**config.mk**
```make
export PLATFORM = sky130hd
export DESIGN_NAME = lane_lock_sequencer
export DESIGN_NICKNAME = d
export VERILOG_FILES = /design/src/rtl/lane_lock_sequencer.sv
export SDC_FILE = /design/constraint.sdc
export NUM_CORES = 1
export LEC_CHECK = 0
export CAP_MARGIN = 10
export CELL_PAD_IN_SITES_DETAIL_PLACEMENT = 0
export CELL_PAD_IN_SITES_GLOBAL_PLACEMENT = 2
export CORE_MARGIN = 3
export CORE_UTILIZATION = 40
export CTS_BUF_LIST = sky130_fd_sc_hd__clkbuf_4 sky130_fd_sc_hd__clkbuf_8
export CTS_CLUSTER_SIZE = 16
export DETAILED_ROUTE_END_ITERATION = 12
export PLACE_DENSITY = 0.87
export SETUP_SLACK_MARGIN = 0.2
export SYNTH_ARGS = -nofsm -noshare
export SYNTH_HDL_FRONTEND = slang
export SYNTH_SLANG_ARGS = --single-unit
```
**constraint.sdc**
```tcl
create_clock -name USER_CLK -period 3 [get_ports USER_CLK]
set_input_delay 0.9 -clock USER_CLK [delete_from_list [all_inputs] [get_ports USER_CLK]]
set_output_delay 0.9 -clock USER_CLK [all_outputs]
set_load 0.05 [all_outputs]
```
**src/rtl/lane_lock_sequencer.sv**
```systemverilog
// Supervises LANES decoder lanes: per-lane hold/wait/locked sequencing with retry on lock timeout.
// Optional per-lane loss-of-lock statistics are built when LANE_LOCK_STATS_EN is defined.
module lane_lock_sequencer #(
  parameter int LANES        = 4,
  parameter int HOLD_CYCLES  = 8,
  parameter int LOCK_TIMEOUT = 4096
) (
  input  logic             USER_CLK,
  input  logic             SYSTEM_RESET,
  input  logic             ENABLE,
  input  logic [LANES-1:0] NOT_LOCKED,
  input  logic [LANES-1:0] RESYNC_REQ,
  output logic [LANES-1:0] PASSTHROUGH,
  output logic [LANES-1:0] LANE_LOCKED,
  output logic             ALL_LOCKED,
  output logic [LANES-1:0] RETRY_EVENT,
  input  logic [2:0]       STAT_SEL,
  output logic [7:0]       STAT_COUNT
);

  localparam logic [7:0]  HOLD_LAST = 8'(HOLD_CYCLES - 1);
  localparam logic [15:0] TMO_LAST  = 16'(LOCK_TIMEOUT - 1);

  typedef enum logic [1:0] {
    RESET_HOLD = 2'd0,
    WAIT_LOCK  = 2'd1,
    LOCKED     = 2'd2
  } lane_state_e;

  logic all_locked_q;

`ifdef LANE_LOCK_STATS_EN
  logic [LANES-1:0][7:0] loss_w;
`endif

  for (genvar gi = 0; gi < LANES; gi++) begin : g_lane
    lane_state_e state_q, state_d;
    logic [7:0]  hold_q, hold_d;
    logic [15:0] tmo_q, tmo_d;
    logic        retry_q, retry_d;
    logic        pass_o, locked_o;

    always_ff @(posedge USER_CLK) begin
      if (SYSTEM_RESET) begin
        state_q <= RESET_HOLD;
        hold_q  <= '0;
        tmo_q   <= '0;
        retry_q <= 1'b0;
      end else begin
        state_q <= state_d;
        hold_q  <= hold_d;
        tmo_q   <= tmo_d;
        retry_q <= retry_d;
      end
    end

    // Disable and forced resync outrank every other transition, so they
    // never produce a retry pulse or a loss count.
    always_comb begin
      state_d = state_q;
      hold_d  = hold_q;
      tmo_d   = tmo_q;
      retry_d = 1'b0;
      if (!ENABLE || RESYNC_REQ[gi]) begin
        state_d = RESET_HOLD;
        hold_d  = '0;
        tmo_d   = '0;
      end else begin
        case (state_q)
          RESET_HOLD: begin
            if (hold_q == HOLD_LAST) begin
              state_d = WAIT_LOCK;
              hold_d  = '0;
              tmo_d   = '0;
            end else begin
              hold_d = hold_q + 8'd1;
            end
          end
          WAIT_LOCK: begin
            if (!NOT_LOCKED[gi]) begin
              state_d = LOCKED;
            end else if (tmo_q == TMO_LAST) begin
              state_d = RESET_HOLD;
              hold_d  = '0;
              retry_d = 1'b1;
            end else begin
              tmo_d = tmo_q + 16'd1;
            end
          end
          LOCKED: begin
            if (NOT_LOCKED[gi]) begin
              state_d = WAIT_LOCK;
              tmo_d   = '0;
            end
          end
          default: begin
            state_d = RESET_HOLD;
            hold_d  = '0;
            tmo_d   = '0;
          end
        endcase
      end
    end

    always_comb begin
      pass_o   = 1'b0;
      locked_o = 1'b0;
      case (state_q)
        RESET_HOLD: pass_o = 1'b1;
        LOCKED:     locked_o = 1'b1;
        default:    ;
      endcase
    end

    assign PASSTHROUGH[gi] = pass_o;
    assign LANE_LOCKED[gi] = locked_o;
    assign RETRY_EVENT[gi] = retry_q;

`ifdef LANE_LOCK_STATS_EN
    logic [7:0] loss_q;

    // The only LOCKED -> WAIT_LOCK transition is a loss of lock.
    always_ff @(posedge USER_CLK) begin
      if (SYSTEM_RESET) begin
        loss_q <= '0;
      end else if (state_q == LOCKED && state_d == WAIT_LOCK && loss_q != 8'hFF) begin
        loss_q <= loss_q + 8'd1;
      end
    end

    assign loss_w[gi] = loss_q;
`endif
  end

  always_ff @(posedge USER_CLK) begin
    if (SYSTEM_RESET) begin
      all_locked_q <= 1'b0;
    end else begin
      all_locked_q <= &LANE_LOCKED;
    end
  end

  assign ALL_LOCKED = all_locked_q;

`ifdef LANE_LOCK_STATS_EN
  logic [7:0] stat_q, stat_d;

  // Lane indices at or beyond LANES read as zero.
  always_comb begin
    stat_d = '0;
    for (int i = 0; i < LANES; i++) begin
      if (STAT_SEL == 3'(i)) begin
        stat_d = loss_w[i];
      end
    end
  end

  always_ff @(posedge USER_CLK) begin
    if (SYSTEM_RESET) begin
      stat_q <= '0;
    end else begin
      stat_q <= stat_d;
    end
  end

  assign STAT_COUNT = stat_q;
`else
  logic unused_stat_sel;
  assign unused_stat_sel = ^STAT_SEL;
  assign STAT_COUNT      = 8'd0;
`endif

endmodule

```
* After elaboration in Yosys (flattened, before gate mapping) *
Cells that the tools add are included.

operators by class
  eq/ne operators = 40
  reduce and logical (&&, ||, !) cells = 30
  $add $sub $neg = 8
  muxes and demuxes = 68
  bitwise operators = 12

operators by type and width
  cell                   number
  $mux 16                16
  $pmux 16 s3            4
  $mux 8                 12
  $pmux 8 s3             4
  $add 16x1->16 const B  4
  $eq 16x12->1 const B   4
  $ne 2x2->1 const B     20
  $add 8x1->8 const B    4
  $eq 8x3->1 const B     4
  $mux 2                 16
  $pmux 2 s3             4
  $reduce_and 3->1       8
  $reduce_and 4->1       5
  $reduce_or 4->1        4
  $mux 1                 12
  $ne 3x3->1 const B     4
  $not 1->1              12
  $eq 2x1->1 const B     4
  $eq 2x2->1 const B     4
  $logic_not 2->1        4
  $reduce_or 2->1        4
  $logic_or 1x1->1       4
  $logic_not 1->1        1

word-level totals
  word-level logic and storage cells = 175
  output and inout bits = 21
  input port bits = 14
  flip-flop bits (word level) = 109

* Longest topological paths before layout *
  depth after elaboration = 4
  depth in mapped cells = 8
  gate-level depth less buffers = 7

* Worst setup path after synthesis *
No wires, ideal clock.

  path kind = input port to flip-flop
  start = in SYSTEM_RESET
  end = reg g_lane[3].tmo_q[11]
  arrival time = 2.170 ns
  setup slack = 0.769 ns
  setup time = 0.062 ns
  data required time = 2.938 ns
  stages = 5
  path buffers = 1
  cell sequence = nor3b_1 > nand2_1 > clkbuf_1 > or4_1 > nand3_1

on the way
  word-level cells in the longest chain between the ends = 1

ends and longest elaborated chain
  what                       line  RTL
  start: declaration         9     input logic SYSTEM_RESET,
  $reduce_or 2->1 (no line)  -
  end signal: assignment     52    tmo_q <= tmo_d;
  end: declaration           39    logic [15:0] tmo_q, tmo_d;

Every way passes these cells.
A chain may end at the register's enable or synchronous reset.

* Worst setup path after layout *
  start = reg g_lane[0].state_q[0]
  end = out LANE_LOCKED[0]

on the way
  word-level cells in the longest chain between the ends = 2

ends and longest elaborated chain
  what                      line  RTL
  start: declaration        37    lane_state_e state_q, state_d;
  start signal: assignment  50    state_q <= state_d;
  $eq 2x2->1                108   case (state_q)
  $mux 1                    108
  end: declaration          14    output logic [LANES-1:0] LANE_LOCKED,

Every way passes these cells.

==> metrics.cfg <==
[timing]
post-route-period-util_pct=88.4
clock.fmax_ghz=0.377
final-setup-viol-count=0
grt_setup_unrepaired=no
report.final.hold_viol_count=0
fin_tns_setup_ns=0
timing_worst_slew_pin_value_ns=0.810
hold_slack_ns=0.491
slew-limit-headroom_pct=45.5
finalCriticalPeriod_ns=2.65
finClkSkew_ns=0.00931
slew_viol_final=0

[global_route]
global_route.usage.met2_pct=28.6
overflow=0
grt_start_max_net_pins=19
grt_pass1_vias=5292
grt_use_total_pct=18.5
grt_pass1_wl_um=25600
grt_busiest_layer=met2
initial_antenna_violation_count=0
grt_use_met3_pct=4.19
global_route.usage.met1_pct=25.9

[synth]
post_synth_inst_count=756
synth_async_reset_ratio_pct=0
synth.yosys.warnings=0
post_synth_most_frequent_cells=sky130_fd_sc_hd__dfxtp_1, sky130_fd_sc_hd__nand2_1, sky130_fd_sc_hd__nor2_1, sky130_fd_sc_hd__a21oi_1, sky130_fd_sc_hd__o21ai_0
synth_enable_flop_cells=0
dominantRegCellSynth=sky130_fd_sc_hd__dfxtp_1
synth.yosys.seq_area_share_pct=36.1
synth_largest_area_cell=sky130_fd_sc_hd__dfxtp_1
ys_top_cells_by_area=sky130_fd_sc_hd__dfxtp_1, sky130_fd_sc_hd__a21oi_1, sky130_fd_sc_hd__nand2_1
post_synth_num_cell_types=75
yosysTopAreaCellShare_pct=36.1
syn-mean-instance-area_um2=8.00
synth-seq-cells=109
netlist_area_mm2=0.00605
synth_most_common_cell=sky130_fd_sc_hd__dfxtp_1

[clock_tree]
cts.root.buffer_cell=sky130_fd_sc_hd__clkbuf_8
htree_num_levels=3
cts_hold_buffers=0
clkSinkCount=109
tritoncts=done
post-cts-setup-buffer-count=0
path_clk_slew_ns=0.10
maximum_root_to_sink_buffer_count=2
clock_latency_on_the_worst_skew_pair_ns=0.39
cts-buffers-inserted=9

[power]
cellLeakagePower_nw=2.23
vdd_ir_drop_max_uv=194
p_per_area_mw_per_mm2=372

[setup_path]
critical_path.startpoint_type=flip-flop
worst-setup-path-type=reg2out
required_ns=2.10
worst_path_most_repeated_cell=sky130_fd_sc_hd__inv_1
setup.worst_path.end_class=primary output
worstSetupEndpoint=LANE_LOCKED[0]
crit_path_arrival_time_ns=1.75
worst_r2r_path_depth=7
r2r_setup_slack_ns=0.61
timing.rr.end=g_lane[1].tmo_q[9]$_SDFFE_PP0P_
worstPathMaxFanout=8
r2r-start=g_lane[1].hold_q[0]$_SDFFE_PP0P_
cell_with_the_largest_stage_delay_on_the_worst_path=sky130_fd_sc_hd__dlygate4sd2_1
timing.critical_path.slowest_cell_delay_ns=0.54
critical_path.startpoint=g_lane[0].state_q[0]$_SDFFE_PP0P_
critical_path.cell_chain=inv_1 -> nand2_1 -> inv_1 -> dlygate4sd2_1

[layout]
n_antenna_cell=0
finish.utilization_pct=45.0
fin_cells=954
fill_cells=1469
final_net_count=788
share_of_layout_cells_above_drive_strength_1_pct=7.27
layout-area-overhead-vs-synth_pct=9.11

[drt]
routed_vias_inst=6.05
drt-initial-drc-count=450
postRouteWirelength_um=15300
drt_pass1_iterations=5
antenna_violating_nets_post_route=0
routed_wire_length_per_instance_um=16.0
dr_total_vias=5769
post-route-drc-count=0

[worst_hold_path]
hp-class=reg2reg

[run]
reported_max_cap_violation_count=0

[die]
die_height_um=129
core_area_mm2=0.0146
io_pins=35
die_x_um=129
core.rowCount=44
die_area_mm2=0.0166
initial_utilization_pct=41.3

[placed_design]
placed_cells_incl_taps=938
globalplace.congestion=0.812
port_buffers=23
dp_hpwl_um=10700

[run_status]
outcome=complete, no violations

==> cell families (layout without fill, tap and decap cells) <==
family | after synthesis | in the layout | synth area share, %
mux | 3 | 3 | 0.517
fa+ha+maj | 8 | 8 | 1.66
other cells | 1 | 8 | 0.0620
buf+inv | 69 | 76 | 5.73
compound gates | 237 | 237 | 26.6
xor+xnor | 3 | 3 | 0.435
simple gates | 326 | 326 | 28.9
flops | 109 | 109 | 36.1
==> power by group <==
part / switching (W) / leakage [nW] / internal [W] / total, W
sequential: 0.00000249 / 0.878 / 0.00145 / 0.00145
clock: 0.000522 / 0.0953 / 0.000388 / 0.000910
combinational: 0.0000637 / 1.26 / 0.0000274 / 0.0000911
total: 0.000588 / 2.23 / 0.00186 / 0.00245
==> critical path: cells and delay by family (launching register included) <==
kind | cells | cell delay [ns]
buffers and inverters | 3 | 0.82
DFF | 1 | 0.40
and+or+nand+nor | 1 | 0.14
==> worst min path at each step <==
stage	startpoint	to	depth (start not counted)
floorplan	g_lane[2].hold_q[6]$_SDFFE_PP0P_	g_lane[2].hold_q[6]$_SDFFE_PP0P_	1
global placement	g_lane[0].hold_q[1]$_SDFFE_PP0P_	g_lane[0].hold_q[1]$_SDFFE_PP0P_	2
detailed placement	g_lane[2].hold_q[6]$_SDFFE_PP0P_	g_lane[2].hold_q[6]$_SDFFE_PP0P_	1
CTS	g_lane[1].hold_q[7]$_SDFFE_PP0P_	g_lane[1].hold_q[7]$_SDFFE_PP0P_	1
global route	g_lane[1].hold_q[7]$_SDFFE_PP0P_	g_lane[1].hold_q[7]$_SDFFE_PP0P_	1
finish	g_lane[3].tmo_q[15]$_SDFFE_PP0P_	g_lane[3].tmo_q[15]$_SDFFE_PP0P_	2
==> what timing repair did <==
item | CTS | global route
resized for setup | 4 | 3
endpoints found under the hold margin | 0 | 0
endpoints found under the setup margin | 4 | 3
==> per-stage QoR <==
step                      cell area [µm²]  total power, W  setup WS, ns
after floorplan                      6070         0.00155         0.769
after global placement               6400         0.00158         0.252
after detailed placement             6400         0.00158         0.231
after CTS                            6580         0.00249         0.213
after global routing                 6600         0.00254         0.261
final                                6600         0.00245         0.349
==> sequential cells by signal (all words and copies together), names as in the netlist <==
| name | count |
|---|---|
| g_lane.hold_q | 32 |
| g_lane.retry_q | 4 |
| ALL_LOCKED | 1 |
| g_lane.tmo_q | 64 |
| g_lane.state_q | 8 |
==> cell usage in the layout (no fill, tap or decap), types with 4 or more instances in the layout <==
cell                                n
sky130_fd_sc_hd__a211oi_1           6
sky130_fd_sc_hd__a21o_1             5
sky130_fd_sc_hd__a21oi_1           56
sky130_fd_sc_hd__a22oi_1            4
sky130_fd_sc_hd__a311oi_1          24
sky130_fd_sc_hd__a31oi_1           24
sky130_fd_sc_hd__a32o_1             4
sky130_fd_sc_hd__a41oi_1           14
sky130_fd_sc_hd__and2_1             6
sky130_fd_sc_hd__and3_1            20
sky130_fd_sc_hd__and4_1             5
sky130_fd_sc_hd__buf_4             23
sky130_fd_sc_hd__clkbuf_8           9
sky130_fd_sc_hd__clkdlybuf4s50_1   15
sky130_fd_sc_hd__conb_1             8
sky130_fd_sc_hd__dfxtp_1          109
sky130_fd_sc_hd__dlygate4sd2_1      4
sky130_fd_sc_hd__ha_1               8
sky130_fd_sc_hd__inv_1             15
sky130_fd_sc_hd__nand2_1           69
sky130_fd_sc_hd__nand2b_1          18
sky130_fd_sc_hd__nand3_1           43
sky130_fd_sc_hd__nand4_1           14
sky130_fd_sc_hd__nor2_1            65
sky130_fd_sc_hd__nor2b_1            7
sky130_fd_sc_hd__nor3_1            26
sky130_fd_sc_hd__nor3b_1            9
sky130_fd_sc_hd__nor4_1             7
sky130_fd_sc_hd__o211ai_1           7
sky130_fd_sc_hd__o21ai_0           49
sky130_fd_sc_hd__o31ai_1            8
sky130_fd_sc_hd__o41ai_1            6
sky130_fd_sc_hd__or4_1             12
==> layer usage <==
metal	routed length [µm]	vias to the layer above
met5	0	-
met4	243	0
met3	625	17
met2	6830	140
met1	7550	2725
li1	-	2887
==> layout make-up <==
type                    instances  area, µm²  area share [%]
repair buffers                 46        400            6.07
flip-flops and latches        109       2180            33.1
well taps                     184        230            3.49
inverters                      15       56.3           0.854
clock inverters                 5       52.6           0.797
multi-input cells             585       3540            53.7
clock buffers                  10        131            1.99
Power figures use the tool's default switching activity.
